<file path="src/rtl/sd_dat_block_sequencer.sv">
// rtl/sd_dat_block_sequencer.sv - sequences SDIO read-data blocks from a byte FIFO into the DAT transmitter
//
// Ports:
//   clock, reset_n          : system clock, asynchronous active-low reset
//   start, block_size,
//   block_count, abort      : transfer control from the CMD53 decoder
//   busy, done, aborted,
//   blocks_sent, underrun   : transfer status
//   fifo_rd, fifo_data,
//   fifo_level              : registered-read byte FIFO (data valid the cycle after fifo_rd)
//   stream_*                : DAT transmitter frame/byte handshake
module sd_dat_block_sequencer #(
    parameter int LEVEL_W = 12,
    parameter int COUNT_W = 9
) (
    input  logic               clock,
    input  logic               reset_n,
    input  logic               start,
    input  logic [11:0]        block_size,
    input  logic [COUNT_W-1:0] block_count,
    input  logic               abort,
    output logic               busy,
    output logic               done,
    output logic               aborted,
    output logic [COUNT_W-1:0] blocks_sent,
    output logic               underrun,
    output logic               fifo_rd,
    input  logic [7:0]         fifo_data,
    input  logic [LEVEL_W-1:0] fifo_level,
    output logic               stream_start_write,
    input  logic               stream_data_req,
    output logic               stream_data_strobe,
    output logic [7:0]         stream_data,
    output logic               stream_data_empty,
    input  logic               stream_read_disabled
);

    typedef enum logic [2:0] {
        S_IDLE,
        S_WAIT_FIFO,
        S_SEND,
        S_WAIT_END,
        S_DONE
    } state_t;

    state_t             state_q, state_d;
    logic [11:0]        len_q, len_d;
    logic [COUNT_W-1:0] count_q, count_d;
    logic [11:0]        req_cnt_q, req_cnt_d;
    logic               abort_pend_q, abort_pend_d;
    logic               rd_dis_q, rd_dis_d;
    logic               cap_q, cap_d;          // byte capture due this cycle
    logic               cap_ff_q, cap_ff_d;    // captured byte is the underrun filler
    logic               busy_q, busy_d;
    logic               done_q, done_d;
    logic               aborted_q, aborted_d;
    logic [COUNT_W-1:0] blocks_sent_q, blocks_sent_d;
    logic               underrun_q, underrun_d;
    logic               start_write_q, start_write_d;
    logic               strobe_q, strobe_d;
    logic [7:0]         data_q, data_d;
    logic               empty_q, empty_d;
    logic [11:0]        req_next;
    logic [COUNT_W-1:0] blocks_inc;

    assign busy               = busy_q;
    assign done               = done_q;
    assign aborted            = aborted_q;
    assign blocks_sent        = blocks_sent_q;
    assign underrun           = underrun_q;
    assign stream_start_write = start_write_q;
    assign stream_data_strobe = strobe_q;
    assign stream_data        = data_q;
    assign stream_data_empty  = empty_q;

    always_comb begin
        state_d       = state_q;
        len_d         = len_q;
        count_d       = count_q;
        req_cnt_d     = req_cnt_q;
        abort_pend_d  = abort_pend_q;
        rd_dis_d      = stream_read_disabled;
        cap_d         = 1'b0;
        cap_ff_d      = 1'b0;
        busy_d        = busy_q;
        done_d        = 1'b0;
        aborted_d     = aborted_q;
        blocks_sent_d = blocks_sent_q;
        underrun_d    = underrun_q;
        start_write_d = 1'b0;
        strobe_d      = 1'b0;
        data_d        = data_q;
        empty_d       = empty_q;
        fifo_rd       = 1'b0;
        req_next      = req_cnt_q + 12'd1;
        blocks_inc    = blocks_sent_q + COUNT_W'(1);

        // Byte popped last cycle is on fifo_data now; strobe it next cycle.
        if (cap_q) begin
            data_d   = cap_ff_q ? 8'hFF : fifo_data;
            strobe_d = 1'b1;
        end

        if (busy_q && abort) begin
            abort_pend_d = 1'b1;
        end

        case (state_q)
            S_IDLE: begin
                if (start) begin
                    len_d         = (block_size == 12'd0) ? 12'd512 : block_size;
                    count_d       = block_count;
                    blocks_sent_d = '0;
                    underrun_d    = 1'b0;
                    aborted_d     = 1'b0;
                    abort_pend_d  = 1'b0;
                    busy_d        = 1'b1;
                    state_d       = S_WAIT_FIFO;
                end
            end
            S_WAIT_FIFO: begin
                if (abort_pend_q) begin
                    done_d    = 1'b1;
                    aborted_d = 1'b1;
                    state_d   = S_DONE;
                end else if (fifo_level >= LEVEL_W'(len_q)) begin
                    // Whole block present up front, so the frame never stalls.
                    start_write_d = 1'b1;
                    req_cnt_d     = 12'd0;
                    empty_d       = 1'b0;
                    state_d       = S_SEND;
                end
            end
            S_SEND: begin
                // Counting saturates at len+1: later requests are ignored.
                if (stream_data_req && (req_cnt_q <= len_q)) begin
                    req_cnt_d = req_next;
                    if (req_next <= len_q) begin
                        cap_d = 1'b1;
                        if (fifo_level == '0) begin
                            underrun_d = 1'b1;
                            cap_ff_d   = 1'b1;
                        end else begin
                            fifo_rd = 1'b1;
                        end
                    end else begin
                        empty_d = 1'b1;
                    end
                end
                if (stream_read_disabled) begin
                    state_d = S_WAIT_END;
                end
            end
            S_WAIT_END: begin
                // Block is finished when the transmitter's busy frame ends.
                if (rd_dis_q && !stream_read_disabled) begin
                    blocks_sent_d = blocks_inc;
                    if ((count_q != '0) && (blocks_inc == count_q)) begin
                        done_d    = 1'b1;
                        aborted_d = abort_pend_q | abort;
                        state_d   = S_DONE;
                    end else begin
                        state_d = S_WAIT_FIFO;
                    end
                end
            end
            S_DONE: begin
                busy_d  = 1'b0;
                state_d = S_IDLE;
            end
            default: state_d = S_IDLE;
        endcase
    end

    always_ff @(posedge clock or negedge reset_n) begin
        if (!reset_n) begin
            state_q       <= S_IDLE;
            len_q         <= '0;
            count_q       <= '0;
            req_cnt_q     <= '0;
            abort_pend_q  <= 1'b0;
            rd_dis_q      <= 1'b0;
            cap_q         <= 1'b0;
            cap_ff_q      <= 1'b0;
            busy_q        <= 1'b0;
            done_q        <= 1'b0;
            aborted_q     <= 1'b0;
            blocks_sent_q <= '0;
            underrun_q    <= 1'b0;
            start_write_q <= 1'b0;
            strobe_q      <= 1'b0;
            data_q        <= '0;
            empty_q       <= 1'b0;
        end else begin
            state_q       <= state_d;
            len_q         <= len_d;
            count_q       <= count_d;
            req_cnt_q     <= req_cnt_d;
            abort_pend_q  <= abort_pend_d;
            rd_dis_q      <= rd_dis_d;
            cap_q         <= cap_d;
            cap_ff_q      <= cap_ff_d;
            busy_q        <= busy_d;
            done_q        <= done_d;
            aborted_q     <= aborted_d;
            blocks_sent_q <= blocks_sent_d;
            underrun_q    <= underrun_d;
            start_write_q <= start_write_d;
            strobe_q      <= strobe_d;
            data_q        <= data_d;
            empty_q       <= empty_d;
        end
    end

endmodule

</file>
<file path="config.mk">
export PLATFORM = sky130hd
export DESIGN_NAME = sd_dat_block_sequencer
export DESIGN_NICKNAME = d
export VERILOG_FILES = /design/src/rtl/sd_dat_block_sequencer.sv
export SDC_FILE = /design/constraint.sdc
export NUM_CORES = 1
export LEC_CHECK = 0
export ABC_AREA = 1
export BUFFER_PORTS_ARGS = -buffer_cell sky130_fd_sc_hd__buf_2
export CORE_MARGIN = 2
export CORE_UTILIZATION = 57
export CTS_CLUSTER_SIZE = 28
export DETAILED_ROUTE_END_ITERATION = 16
export GPL_TIMING_DRIVEN = 1
export PLACE_DENSITY = 0.81
export SLEW_MARGIN = 20
export SYNTH_ARGS = -nofsm -noshare
export SYNTH_HDL_FRONTEND = slang
export SYNTH_SLANG_ARGS = --single-unit
</file>
<file path="constraint.sdc">
create_clock -name clock -period 3.2 [get_ports clock]
set_input_delay 0.48 -clock clock [delete_from_list [all_inputs] [get_ports clock]]
set_output_delay 0.48 -clock clock [all_outputs]
set_load 0.01 [all_outputs]
</file>
==> metrics.cfg <==
[floorplan]
floorplan.die.width_microns=89.11
die_area_sq_mm=0.007941
die_h_microns=89.11
core_sq_mm=0.007137
start_util_pct=57.85
placementRows=31
ios=72

[clock_network]
cts_tree=built
clkSinkCount=64
cts.clk_slew.worst_paths_ns=0.08
cts.htree.levels=3
root_buffer=clkbuf_8
clk_latency_ns=0.35
numCtsBuffers=9
hold_buffers=0
clock_path_buffers=2

[final_layout]
antenna_cells=0
final_core_util_pct=70.63
area_growth_pct=22.09
nets=735
drive_gt1_share_pct=24.16

[synth]
ys_top_cells_by_area=dfrtp_1 39%, nand2_1 15%, ha_1 12%
yosysMostFrequentCell=nand2_1
seq_area_frac_synth_pct=38.79
syn_nets=638
ys.flop_type=dfrtp_1
postSynth.asyncResetShare_pct=100.0
synth-edff-count=0
avgSynthCellArea_sq_um=7.466
ys_types=32
netlist_instances=553
yosys_warnings=0
synthTopCellsByCount=168 x nand2_1, 70 x inv_1, 64 x dfrtp_1, 44 x nor2_1, 38 x ha_1
synth_area_sq_mm=0.004129
yosys.area.top_type=dfrtp_1
ys_ff_latch=64
synth_top_area_share_pct=38.79

[critical_path]
cp-end-kind=output pin
cp-start-kind=flop
reg2reg_depth=21
critPathArrivalTime_ns=2.72
required_ns=2.72
r2r-start=req_cnt_q[4]
critPathKind=reg -> out
cp_max_fo=5
reg2reg_slack_ns=0.23
rr_endpoint=stream_data_empty

[grt]
antenna_found_initial=0
grt_pass1_vias=3666
grt-ovfl-total=0
grt_usage_pct=26.63
grt_max_degree=37
grt_pass1_wl_microns=16360

[detailed_routing]
ant_nets=0
wire_per_inst_microns=13.37
route.detailed.drc=0
drt_iter0_markers=215
totalWireLength_microns=10070
viasPerCell=5.287
num_vias=3981
dr.pass1.iters=6

[sta]
setup_ws_ns=-0.003840
min_period_ns=3.204
slew_headroom_pct=53.46
finalCritPeriodShare_pct=100.1
finalHoldViolCount=0
tightest_slew_ns=0.6981
setup_viol=1
fin_tns_setup_ns=-0.003840
slew_violations=0
clock-skew-final_ns=0.01163
fmax_mhz=312.1
rsz0062_at_grt=true

[status]
outcome=finished with violations
violations=setup timing

[power]
p_leak_uw=0.002776
peakVddDrop_mv=0.3812
cellPowerDensity_mw_per_mm2=661.3

[flow_run]
cap_violations=0

[place]
port_buffers=71
place.gp.congestion=0.9018
dp_hpwl_microns=7444

[worst_hold_path]
hp-class=in -> async

## state kept, by name, summed over array words and instances (netlist names)
name,flops
blocks_sent,9
len_q,12
aborted,1
cap_q,1
req_cnt_q,12
abort_pend_q,1
cap_ff_q,1
state_q,3
done,1
count_q,9
busy,1
stream_data_strobe,1
stream_data,8
rd_dis_q,1
underrun,1
stream_start_write,1
stream_data_empty,1
## where the power goes
group	leakage, uW	switching (uW)	internal, uW
sequential	0.000822	154	1050
combinational	0.00187	981	535
clock	0.0000841	317	296
total	0.00278	1450	1880
## critical path, stage by stage, from the launching register on
cell and delay, ns:
dfrtp_1 0.42, buf_6 0.14, nand3_2 0.11, nor2_1 0.16
inv_1 0.08, nand2_1 0.11, inv_1 0.06, ha_1 0.29
nand2_1 0.08, o21ai_0 0.41, nand2_1 0.13, nand3_2 0.11
nand2_2 0.05, nand3_2 0.07, nor2_2 0.04, buf_2 0.13
## cells in the final DEF (no fill, tap or decap), types with 9 or more instances in the layout
master,netlist,final
buf_4,1,24
o21ai_0,37,36
a21oi_1,13,13
inv_1,70,69
clkbuf_8,0,10
buf_2,5,71
ha_1,38,36
nand4_1,20,20
nand2_2,4,9
nand2_1,168,163
nand3_1,28,22
dfrtp_1,64,60
nor2_1,44,42
## metal layers
layer / vias up / global-route usage, % / wire length, microns
li1: 1999 / - / -
met5: - / 0 / 0
met2: 139 / 45.72 / 5002
met1: 1823 / 33.18 / 4255
met3: 20 / 4.801 / 602
met4: 0 / 10.72 / 206
## timing repair
item	in CTS	in global routing
setup buffers	15	8
endpoints found under the setup margin	1	3
pin swaps	8	13
resized for setup	11	20
## cell type report
class | instances | area, sq um
multi-input combinational | 402 | 2303
fill | 611 | 2096
sequential | 64 | 1607
timing repair buffer | 96 | 546.8
inverter | 77 | 289.0
clock buffer | 10 | 137.6
tap | 99 | 123.9
clock inverter | 5 | 33.78
## kinds of logic after synthesis
| group | count (synthesis) | share of synthesized area, % |
|---|---|---|
| xor gates and xnor gates | 4 | 0.8484 |
| buffers and inverters | 87 | 8.333 |
| AOI/OAI and AO/OA | 66 | 8.606 |
| and+or+nand+nor | 294 | 31.91 |
| DFF | 64 | 38.79 |
| adders and majority gates | 38 | 11.52 |
## stage by stage
| stage | area [sq um] | hold slack, ns | power [uW] | setup slack [ns] | cells |
|---|---|---|---|---|---|
| final | 5041 | 0.1755 | 3334 | -0.003840 | 753 |
| after global routing | 5041 | 0.2224 | 3628 | -0.2437 | 753 |
| after floorplan | 4129 | 0.1844 | 2256 | 0.5063 | 553 |
| after global placement | 4583 | 0.4532 | 2598 | 0.2607 | 717 |
| after CTS | 4920 | 0.1883 | 3317 | -0.01267 | 747 |
| after detailed placement | 4583 | 0.4543 | 2665 | 0.03991 | 717 |
## how the worst max path moves through the flow
stage / start / to / slack, ns / cells after the start
floorplan: req_cnt_q[0] / fifo_rd / 0.51 / 13
global placement: req_cnt_q[0] / fifo_rd / 0.26 / 14
detailed placement: req_cnt_q[0] / fifo_rd / 0.04 / 14
CTS: req_cnt_q[1] / fifo_rd / -0.01 / 14
global route: req_cnt_q[2] / fifo_rd / -0.24 / 14
finish: req_cnt_q[0] / fifo_rd / -0.004 / 15
Power figures use the tool's default switching activity.
